<file path="config.mk">
export PLATFORM = sky130hd
export DESIGN_NAME = mem_port_arbiter
export DESIGN_NICKNAME = d
export VERILOG_FILES = /design/src/rtl/mem_port_arbiter.sv
export SDC_FILE = /design/constraint.sdc
export NUM_CORES = 1
export LEC_CHECK = 0
export BUFFER_PORTS_ARGS = -buffer_cell sky130_fd_sc_hd__buf_2
export CAP_MARGIN = 5
export CELL_PAD_IN_SITES_DETAIL_PLACEMENT = 0
export CELL_PAD_IN_SITES_GLOBAL_PLACEMENT = 1
export CORE_UTILIZATION = 25
export CTS_CLUSTER_DIAMETER = 30
export CTS_CLUSTER_SIZE = 30
export DETAILED_ROUTE_END_ITERATION = 8
export HOLD_SLACK_MARGIN = 0.08
export PLACE_DENSITY = 0.57
export SLEW_MARGIN = 10
export SYNTH_ARGS = -nofsm -noshare
export SYNTH_HDL_FRONTEND = slang
export SYNTH_SLANG_ARGS = --single-unit
</file>
<file path="constraint.sdc">
create_clock -name clk -period 1.95 [get_ports clk]
set_clock_uncertainty 0.2 [all_clocks]
set_input_delay 0.0975 -clock clk [delete_from_list [all_inputs] [get_ports clk]]
set_output_delay 0.0975 -clock clk [all_outputs]
set_load 0.005 [all_outputs]
</file>
<file path="src/rtl/mem_port_arbiter.sv">
// -----------------------------------------------------------------------------
// mem_port_arbiter
//
// Shares one single-ported backend memory between the fetch stage (instruction
// reads) and the memory stage (data reads/writes).  One access is in flight at
// a time.  The data port normally wins, but a starvation counter forces a fetch
// grant after STARVE_MAX consecutive losses.  A watchdog aborts any access that
// has waited TIMEOUT busy cycles without an ack, so the pipeline cannot hang.
//
// Ports
//   clk, rst_n            clock (rising edge), async active-low reset
//   i_req/i_addr          fetch read request, held until i_valid
//   i_rdata/i_valid       fetch read data, one-cycle completion pulse
//   d_req/d_we/d_addr/    memory-stage request, held until d_valid
//   d_wdata
//   d_rdata/d_valid       load data, one-cycle completion pulse
//   mem_req/mem_we/       backend request; mem_req held up to and including
//   mem_addr/mem_wdata    the ack cycle
//   mem_rdata/mem_ack     backend read data and one-cycle completion
//   stall_f/stall_m       request outstanding and not completing this cycle
//   timeout_err           sticky watchdog flag, cleared only by reset
// -----------------------------------------------------------------------------
module mem_port_arbiter #(
    parameter int TIMEOUT    = 64,  // >= 2
    parameter int STARVE_MAX = 4    // >= 1
) (
    input  logic        clk,
    input  logic        rst_n,
    // fetch port
    input  logic        i_req,
    input  logic [31:0] i_addr,
    output logic [31:0] i_rdata,
    output logic        i_valid,
    // data port
    input  logic        d_req,
    input  logic        d_we,
    input  logic [31:0] d_addr,
    input  logic [31:0] d_wdata,
    output logic [31:0] d_rdata,
    output logic        d_valid,
    // backend
    output logic        mem_req,
    output logic        mem_we,
    output logic [31:0] mem_addr,
    output logic [31:0] mem_wdata,
    input  logic [31:0] mem_rdata,
    input  logic        mem_ack,
    // hazard / status
    output logic        stall_f,
    output logic        stall_m,
    output logic        timeout_err
);

    localparam int TW = $clog2(TIMEOUT);
    localparam int SW = $clog2(STARVE_MAX + 1);

    typedef enum logic [1:0] {
        IDLE   = 2'd0,
        BUSY_I = 2'd1,
        BUSY_D = 2'd2
    } state_t;

    state_t          state, state_nxt;
    logic [TW-1:0]   to_cnt;
    logic [SW-1:0]   starve_cnt;
    logic [31:0]     i_rdata_q;
    logic [31:0]     d_rdata_q;

    logic busy;
    logic ack;      // normal completion this cycle
    logic abort;    // watchdog expiry this cycle (ack absent)
    logic done;
    logic grant_i;
    logic grant_d;
    logic starved;

    // ------------------------------------------------------------------
    // State register
    // ------------------------------------------------------------------
    always_ff @(posedge clk or negedge rst_n) begin
        if (!rst_n) state <= IDLE;
        else        state <= state_nxt;
    end

    // ------------------------------------------------------------------
    // Next state, arbitration and completion outputs
    // ------------------------------------------------------------------
    always_comb begin
        state_nxt = state;
        busy      = (state != IDLE);
        // An ack on the last allowed cycle is a normal completion, so the
        // abort term requires mem_ack low.
        ack       = busy & mem_ack;
        abort     = busy & ~mem_ack & (to_cnt == TW'(TIMEOUT - 1));
        done      = ack | abort;
        starved   = (starve_cnt == SW'(STARVE_MAX));
        grant_i   = (state == IDLE) & i_req & (starved | ~d_req);
        grant_d   = (state == IDLE) & d_req & ~grant_i;

        i_valid   = (state == BUSY_I) & done;
        d_valid   = (state == BUSY_D) & done;

        // Read data is forwarded straight from the backend in the ack
        // cycle; the capture register supplies it afterwards.
        i_rdata   = i_rdata_q;
        if (state == BUSY_I) begin
            if (ack)        i_rdata = mem_rdata;
            else if (abort) i_rdata = 32'hFFFF_FFFF;
        end

        d_rdata   = d_rdata_q;
        if (state == BUSY_D) begin
            if (ack && !mem_we) d_rdata = mem_rdata;
            else if (abort)     d_rdata = 32'hFFFF_FFFF;
        end

        stall_f   = i_req & ~i_valid;
        stall_m   = d_req & ~d_valid;

        case (state)
            IDLE: begin
                if (grant_i)      state_nxt = BUSY_I;
                else if (grant_d) state_nxt = BUSY_D;
            end
            BUSY_I, BUSY_D: begin
                if (done) state_nxt = IDLE;
            end
            default: state_nxt = IDLE;
        endcase
    end

    // ------------------------------------------------------------------
    // Backend request registers, watchdog and read-data capture
    // ------------------------------------------------------------------
    always_ff @(posedge clk or negedge rst_n) begin
        if (!rst_n) begin
            mem_req     <= 1'b0;
            mem_we      <= 1'b0;
            mem_addr    <= 32'h0;
            mem_wdata   <= 32'h0;
            to_cnt      <= '0;
            timeout_err <= 1'b0;
            i_rdata_q   <= 32'h0;
            d_rdata_q   <= 32'h0;
        end else begin
            if (grant_i) begin
                mem_req   <= 1'b1;
                mem_we    <= 1'b0;
                mem_addr  <= i_addr;
                mem_wdata <= 32'h0;
            end else if (grant_d) begin
                mem_req   <= 1'b1;
                mem_we    <= d_we;
                mem_addr  <= d_addr;
                mem_wdata <= d_wdata;
            end

            if (done) begin
                mem_req <= 1'b0;
                to_cnt  <= '0;
            end else if (busy) begin
                to_cnt  <= to_cnt + TW'(1);
            end

            if (abort)
                timeout_err <= 1'b1;

            // Only genuine read data is captured; writes leave d_rdata alone.
            if (ack && state == BUSY_I)
                i_rdata_q <= mem_rdata;
            if (ack && state == BUSY_D && !mem_we)
                d_rdata_q <= mem_rdata;
        end
    end

    // ------------------------------------------------------------------
    // Starvation counter: counts data wins that left a fetch waiting.
    // ------------------------------------------------------------------
    always_ff @(posedge clk or negedge rst_n) begin
        if (!rst_n)
            starve_cnt <= '0;
        else if (grant_i)
            starve_cnt <= '0;
        else if (grant_d && i_req && !starved)
            starve_cnt <= starve_cnt + SW'(1);
    end

endmodule

</file>
==> results of run 1 <==
-- critical path: stages, from the launching register on --
cell	delay, ns
sky130_fd_sc_hd__dfrtp_1	0.35
sky130_fd_sc_hd__inv_2	0.07
sky130_fd_sc_hd__ha_4	0.17
sky130_fd_sc_hd__nor4bb_4	0.33
sky130_fd_sc_hd__buf_6	0.19
sky130_fd_sc_hd__buf_12	0.14
sky130_fd_sc_hd__mux2_4	0.31
sky130_fd_sc_hd__nand2b_4	0.14
sky130_fd_sc_hd__buf_6	0.11
-- synthesized netlist by cell type (2+ instances only) --
cell type,number
sky130_fd_sc_hd__nor2b_1,2
sky130_fd_sc_hd__a31oi_1,33
sky130_fd_sc_hd__nand4_1,2
sky130_fd_sc_hd__ha_1,6
sky130_fd_sc_hd__o22a_1,2
sky130_fd_sc_hd__nand2b_1,33
sky130_fd_sc_hd__a21bo_2,2
sky130_fd_sc_hd__a21oi_1,67
sky130_fd_sc_hd__o21ai_1,3
sky130_fd_sc_hd__o22ai_1,32
sky130_fd_sc_hd__nand3_1,6
sky130_fd_sc_hd__buf_2,30
sky130_fd_sc_hd__a31o_2,2
sky130_fd_sc_hd__o2bb2ai_1,2
sky130_fd_sc_hd__and3_1,2
sky130_fd_sc_hd__nor2_1,35
sky130_fd_sc_hd__inv_1,42
sky130_fd_sc_hd__a221o_1,2
sky130_fd_sc_hd__nor3_1,2
sky130_fd_sc_hd__o21ai_0,35
sky130_fd_sc_hd__o21a_1,2
sky130_fd_sc_hd__a22o_1,33
sky130_fd_sc_hd__buf_12,3
sky130_fd_sc_hd__clkbuf_1,17
sky130_fd_sc_hd__dfrtp_1,142
sky130_fd_sc_hd__mux2_4,30
sky130_fd_sc_hd__and2_1,3
sky130_fd_sc_hd__mux2_2,34
sky130_fd_sc_hd__nand2_1,7
-- final cells by class --
class | instances | area (sq um) | share of cell area (%)
well taps | 341 | 427 | 3.34
inverters | 42 | 160 | 1.25
repair buffers | 496 | 4310 | 33.8
flip-flops and latches | 142 | 3560 | 27.9
clock buffers | 18 | 429 | 3.36
clock inverters | 14 | 148 | 1.16
multi-input cells | 389 | 3730 | 29.3
-- routing by layer --
metal | global-route usage [%] | part of all wire [%]
met5 | 0 | 0
met4 | 4.91 | 1.6
met3 | 5.16 | 6.0
met2 | 28.9 | 48
met1 | 22.7 | 44
-- power breakdown --
part           total (W)  internal, W  switching, W  leakage [nW]
logic             0.0107      0.00631       0.00438          4.02
clock network    0.00329      0.00180       0.00148         0.274
registers        0.00524      0.00436      0.000873          1.72
total             0.0192       0.0125       0.00673          6.02
-- metrics by stage --
stage | utilization, % | setup slack (ns) | hold slack [ns] | total power (W)
6_report | 47.6 | -0.575 | 0.0943 | 0.0192
5_1_grt | 47.6 | -0.672 | 0.127 | 0.0205
4_1_cts | 44.1 | -0.598 | 0.0834 | 0.0176
3_3_place_gp | 33.4 | -0.185 | -0.0912 | 0.0122
2_1_floorplan | - | -0.00809 | -0.398 | 0.00920
3_5_place_dp | 33.4 | -0.213 | -0.0893 | 0.0122
-- placed cells by master, fill, tap and decap left out, types with 21 or more instances in the layout --
| cell | n |
|---|---|
| sky130_fd_sc_hd__buf_2 | 239 |
| sky130_fd_sc_hd__dfrtp_1 | 139 |
| sky130_fd_sc_hd__dlygate4sd3_1 | 135 |
| sky130_fd_sc_hd__buf_6 | 42 |
| sky130_fd_sc_hd__a21oi_1 | 41 |
| sky130_fd_sc_hd__inv_1 | 39 |
| sky130_fd_sc_hd__nor2_1 | 35 |
| sky130_fd_sc_hd__buf_4 | 34 |
| sky130_fd_sc_hd__mux2_4 | 33 |
| sky130_fd_sc_hd__a22o_1 | 33 |
| sky130_fd_sc_hd__nand2b_4 | 31 |
| sky130_fd_sc_hd__mux2_2 | 31 |
| sky130_fd_sc_hd__clkbuf_16 | 30 |
| sky130_fd_sc_hd__o22ai_2 | 26 |
| sky130_fd_sc_hd__a21oi_2 | 25 |
| sky130_fd_sc_hd__buf_12 | 22 |
| sky130_fd_sc_hd__o21ai_0 | 21 |
-- flip-flops by register name, summed over array words and instances (netlist names) --
signal and cells:
d_rdata_q 32, i_rdata_q 32, mem_addr 32, mem_req 1, mem_wdata 32, mem_we 1, starve_cnt 3, state 2
timeout_err 1, to_cnt 6
-- cell families (layout without fill, tap and decap cells) --
logic type	after synthesis	after routing	share of synthesized area (%)
adders and majority gates	6	6	1.10
and+or+nand+nor	99	99	7.61
buffers and inverters	95	570	6.67
AOI/OAI and AO/OA	219	219	20.0
muxes	65	65	12.4
DFF	142	142	52.2
-- how the worst min path moves through the flow --
stage            start       endpoint  slack, ns  depth (start not counted)
4_1_cts        mem_ack       state[1]       0.08                          5
3_5_place_dp     rst_n  d_rdata_q[29]      -0.09                          1
3_3_place_gp     rst_n  d_rdata_q[29]      -0.09                          1
6_report       mem_ack       state[1]       0.09                          5
2_1_floorplan    rst_n   d_rdata_q[0]      -0.40                          0
5_1_grt        mem_ack       state[1]       0.13                          5
-- repair_timing --
item | 4_1_cts | 5_1_grt
setup endpoints to repair | 137 | 123
resized for setup | 92 | 115
hold endpoints to repair | 277 | 0
setup buffers | 24 | 15
pin swaps | 2 | 70
hold buffers | 135 | 0
cloned | 7 | 14
==> results.rst, run 1 <==
.. list-table::
   :header-rows: 1

   * - Metric
     - Value
   * - Die W
     - 167 um
   * - Final max-slew violation count
     - 0
   * - Number of synthesized flops with an enable pin
     - 0
   * - Mapped Cells
     - 626
   * - Area share of the leading cell type in the synthesized netlist
     - 52.2%
   * - Violated checks
     - negative setup slack
   * - Register-to-register path setup slack
     - -0.47 ns
   * - Hold crit path type
     - input pin to flip-flop
   * - Req. time, crit path
     - 1.65 ns
   * - Net Count, Synth
     - 766
   * - Cell taking the most area after synthesis
     - sky130_fd_sc_hd__dfrtp_1
   * - Setup repair after global routing missed its margin
     - true
   * - Site row count
     - 60
   * - Area post-placement
     - 0.00894 sq mm
   * - Max-cap violations
     - 0
   * - Clock Pin Slew Worst Setup and Hold Paths
     - 0.06 ns
   * - Diode count
     - 0
   * - Clk root buf
     - sky130_fd_sc_hd__clkbuf_16
   * - Fraction of the yosys area taken by sequential cells
     - 52.2%
   * - Worst path setup slack after routing
     - -0.575 ns
   * - I/O pin total
     - 269
   * - Worst setup path startpoint
     - state[0]
   * - Capturing point of the worst reg2reg path
     - i_rdata_q[22]
   * - Arrival time worst endpoint
     - 2.23 ns
   * - IO buf count
     - 268
   * - Worst Max-Slew Pin Slew
     - 0.738 ns
   * - HPWL Detailed
     - 14300 um
   * - Clk buf depth
     - 2
   * - Number of distinct library cells after synthesis
     - 44
   * - # clock sinks
     - 142
   * - Cts bufs inserted
     - 17
   * - Commonest register cell after synthesis
     - sky130_fd_sc_hd__dfrtp_1
   * - Number of iterations in the first detailed-routing pass
     - 4
   * - Synthesis warning total
     - 0
   * - Final setup violation count
     - 171
   * - FF-to-FF Start
     - state[0]
   * - Start-to-end type of the worst setup path
     - flip-flop to output pin
   * - Overall routed net length
     - 25900 um
   * - Layout cells sized above 1
     - 53.8%
   * - Pleak
     - 6.02 nW
   * - RePlAce Congestion
     - 0.725
   * - Pin count of the biggest net entering global routing
     - 66
   * - Pwr Density
     - 1500 mW/mm^2
   * - Tot GR Track Use
     - 17.7%
   * - Count of vias placed by the detailed router
     - 6757
   * - Max Fclk
     - 396 MHz
   * - Level count of the clock H-tree
     - 4
   * - Final Instance Count excl. Fillers
     - 1442
   * - Die Y
     - 167 um
   * - Mean area per synthesized cell
     - 10.9 sq um
   * - Share of flip-flops with an asynchronous set or reset
     - 100%
   * - Top cells by area in the synthesized netlist
     - sky130_fd_sc_hd__dfrtp_1 52%, sky130_fd_sc_hd__mux2_4 6.6%, sky130_fd_sc_hd__mux2_2 5.6%
   * - Number of synthesized register bits
     - 142
   * - Fin Setup TNS
     - -49.65 ns
   * - Layout net count
     - 1228
   * - Std-Cell Core Area
     - 0.0268 sq mm
   * - Final number of hold-violating endpoints
     - 0
   * - Run status
     - complete, but fails checks
   * - Post-detailed-route wirelength per cell
     - 18.0 um
   * - Floorplan die area
     - 0.0279 sq mm
   * - Peak fanout along the critical path
     - 7
   * - Worst slew slack as a fraction of its limit
     - 50.8%
   * - Design Area, Final
     - 0.0128 sq mm
   * - CP Capture Point
     - d_rdata[30]
   * - Antenna violations before repair
     - 0
   * - Final period util
     - 129%
   * - Clock period minus worst slack
     - 2.53 ns
   * - Total instance count after detailed placement
     - 1218
   * - Depth of the worst register-to-register path
     - 10
   * - Vias in the first global route
     - 6962
   * - Count of antenna-violating nets left after detailed routing
     - 0
   * - Via/cell ratio
     - 4.69
   * - CTS tree
     - built
   * - Area growth syn-to-layout
     - 87.5%
   * - Remaining global-route overflow
     - 0
   * - Critical path launch point type
     - flip-flop
   * - Wire length of the first global-routing pass
     - 38800 um
   * - Effective utilization at floorplan
     - 25.4%
   * - CP Capture Type
     - output pin
   * - Post-detailed-route DRC marker count
     - 0
   * - Filler instances
     - 2417
   * - Peak ir drop on the vdd network
     - 0.632 mV
   * - Clk_lat worst skew
     - 0.43 ns
   * - Number of DRC markers in iteration 0
     - 328
   * - Post-Syn Area
     - 0.00681 sq mm
Power figures use the tool's default switching activity.
==> run 2, diff against run 1 <==
--- a/config.mk
+++ b/config.mk
@@ -14,7 +14,7 @@
 export CTS_CLUSTER_SIZE = 30
 export DETAILED_ROUTE_END_ITERATION = 8
 export HOLD_SLACK_MARGIN = 0.08
-export PLACE_DENSITY = 0.57
+export PLACE_DENSITY = 0.55
 export SLEW_MARGIN = 10
 export SYNTH_ARGS = -nofsm -noshare
 export SYNTH_HDL_FRONTEND = slang
==> constraint.sdc (replaced) <==
create_clock -name clk -period 2.9 [get_ports clk]
set_clock_uncertainty 0.2 [all_clocks]
set_input_delay 0.145 -clock clk [delete_from_list [all_inputs] [get_ports clk]]
set_output_delay 0.145 -clock clk [all_outputs]
set_load 0.005 [all_outputs]
==> results.rst, run 2 (synthesis results as in run 1) <==
.. list-table::
   :header-rows: 1

   * - Metric
     - Value
   * - Run status
     - finished clean (was complete, but fails checks)
   * - Clk buf depth
     - 2 (unchanged)
   * - Pleak
     - 5.09 nW (was 6.02 nW)
   * - Level count of the clock H-tree
     - 4 (unchanged)
   * - Pwr Density
     - 1010 mW/mm^2 (was 1500 mW/mm^2)
   * - Overall routed net length
     - 22400 um (was 25900 um)
   * - Clk root buf
     - sky130_fd_sc_hd__clkbuf_16 (unchanged)
   * - Hold crit path type
     - input pin to asynchronous set/reset pin (was input pin to flip-flop)
   * - HPWL Detailed
     - 14000 um (was 14300 um)
   * - Peak ir drop on the vdd network
     - 0.431 mV (was 0.632 mV)
   * - Commonest non-fill, non-tap cells in the layout
     - 267 x sky130_fd_sc_hd__buf_2, 142 x sky130_fd_sc_hd__dfrtp_1, 132 x sky130_fd_sc_hd__dlygate4sd3_1 (was 239 x sky130_fd_sc_hd__buf_2, 139 x sky130_fd_sc_hd__dfrtp_1, 135 x sky130_fd_sc_hd__dlygate4sd3_1)
   * - Max Fclk
     - 362 MHz
   * - I/O pin total
     - 269 (unchanged)
   * - Number of DRC markers in iteration 0
     - 308 (was 328)
   * - Area post-placement
     - 0.00858 sq mm (was 0.00894 sq mm)
   * - Tot GR Track Use
     - 16.4% (was 17.7%)
   * - Critical path launch point type
     - flip-flop (unchanged)
   * - RePlAce Congestion
     - 0.705 (was 0.725)
   * - GR Layer Usage met1
     - 20.6% (was 22.7%)
   * - Effective utilization at floorplan
     - 25.4% (unchanged)
   * - Die W
     - 167 um (unchanged)
   * - Std-Cell Core Area
     - 0.0268 sq mm (unchanged)
   * - Layout net count
     - 1155 (was 1228)
   * - Floorplan die area
     - 0.0279 sq mm (unchanged)
   * - Area growth syn-to-layout
     - 55.0% (was 87.5%)
   * - Clock Pin Slew Worst Setup and Hold Paths
     - 0.07 ns (was 0.06 ns)
   * - Layout cells sized above 1
     - 38.6% (was 53.8%)
   * - Start-to-end type of the worst setup path
     - flip-flop to output pin (unchanged)
   * - Fin Setup TNS
     - 0 ns (was -49.65 ns)
   * - Final max-slew violation count
     - 0 (unchanged)
   * - Peak fanout along the critical path
     - 16 (was 7)
   * - Cts bufs inserted
     - 17 (unchanged)
   * - Via/cell ratio
     - 4.58 (was 4.69)
   * - Count of antenna-violating nets left after detailed routing
     - 0 (unchanged)
   * - Final number of hold-violating endpoints
     - 0 (unchanged)
   * - Setup repair after global routing missed its margin
     - false (was true)
   * - Post-detailed-route wirelength per cell
     - 16.4 um (was 18.0 um)
   * - Design Area, Final
     - 0.0106 sq mm (was 0.0128 sq mm)
   * - Die Y
     - 167 um (unchanged)
   * - Req. time, crit path
     - 2.56 ns (was 1.65 ns)
   * - IO buf count
     - 268 (unchanged)
   * - Post-detailed-route DRC marker count
     - 0 (unchanged)
   * - Clk_lat worst skew
     - 0.42 ns (was 0.43 ns)
   * - Number of iterations in the first detailed-routing pass
     - 4 (unchanged)
   * - Tightest hold margin
     - 0.0824 ns (was 0.0943 ns)
   * - Remaining global-route overflow
     - 0 (unchanged)
   * - Worst Max-Slew Pin Slew
     - 1.00 ns (was 0.738 ns)
   * - Most common library cell in the layout ignoring fill and taps
     - sky130_fd_sc_hd__buf_2 (unchanged)
   * - Fraction of met3 tracks used by global routing
     - 5.25% (was 5.16%)
   * - Top Usage Layer GRT
     - met2 (unchanged)
   * - Pin count of the biggest net entering global routing
     - 62 (was 66)
   * - Worst slew slack as a fraction of its limit
     - 32.9% (was 50.8%)
   * - # clock sinks
     - 142 (unchanged)
   * - Met2 demand-to-capacity share in global routing
     - 27.3% (was 28.9%)
   * - CTS tree
     - built (unchanged)
   * - Arrival time worst endpoint
     - 2.42 ns (was 2.23 ns)
   * - Final period util
     - 95.2%
   * - Final setup violation count
     - 0 (was 171)
   * - Max-cap violations
     - 0 (unchanged)
   * - Antenna violations before repair
     - 1 (was 0)
   * - Vias in the first global route
     - 6651 (was 6962)
   * - Count of vias placed by the detailed router
     - 6269 (was 6757)
   * - Site row count
     - 60 (unchanged)
   * - CP Capture Type
     - output pin (unchanged)
   * - Wire length of the first global-routing pass
     - 36100 um (was 38800 um)
   * - Clock period minus worst slack
     - 2.76 ns
   * - Diode count
     - 0 (unchanged)
## run 2: through the flow
stage | power, W | worst slack (ns) | utilization (%) | instances
2_1_floorplan | 0.00608 | 0.861 | - | 626
3_3_place_gp | 0.00793 | 0.581 | 32.0 | 1202
3_5_place_dp | 0.00795 | 0.561 | 32.0 | 1202
4_1_cts | 0.0108 | 0.100 | 39.2 | 1366
5_1_grt | 0.0116 | 0.00380 | 39.4 | 1369
6_report | 0.0107 | 0.139 | 39.4 | 1369
## run 2: area by class of cell
cell class	instances	area [sq um]
clock buffers	19	453
clock inverters	13	154
well taps	341	427
inverters	42	158
flip-flops and latches	142	3550
repair buffers	423	2960
multi-input cells	389	2840
fillers	2689	16300
## run 2: worst max-delay path, cell delays in order, from the launching register on
cell                        delay [ns]
sky130_fd_sc_hd__dfrtp_1          0.40
sky130_fd_sc_hd__inv_1            0.09
sky130_fd_sc_hd__ha_1             0.20
sky130_fd_sc_hd__nor4bb_4         0.32
sky130_fd_sc_hd__buf_4            0.16
sky130_fd_sc_hd__clkbuf_16        0.20
sky130_fd_sc_hd__mux2_2           0.36
sky130_fd_sc_hd__nand2b_1         0.13
sky130_fd_sc_hd__buf_2            0.13
## run 2: where the power goes
group          internal [W]  switching [W]
clock network       0.00133       0.000940
logic               0.00272        0.00226
registers           0.00293       0.000520
## run 2: timing repair
action                                 4_1_cts  5_1_grt
setup endpoints to repair                    0       27
endpoints found under the hold margin      249        0
buffers inserted                             0        2
gates resized for setup                      0        5
hold buffers                               132        0
## run 2: routing by layer
metal | share of wire (%) | vias to the layer above
li1 | - | 3017
met1 | 45 | 3037
met2 | 48 | 202
met3 | 6.6 | 11
met4 | 0.73 | 2
met5 | 0.062 | -
## run 2: path summary, 6_finish.rpt
path                              from       endpoint  slack (ns)  depth (start not counted)
min                              rst_n  i_rdata_q[15]        0.08                          2
max                           state[0]     d_rdata[0]        0.14                          8
min reg2reg                timeout_err    timeout_err        0.27                          1
max reg2reg                   state[0]   mem_addr[30]        0.23                          8
max in group asynchronous        rst_n  mem_wdata[14]        1.64                          3
min in group clk                 i_req       state[0]        0.13                          4
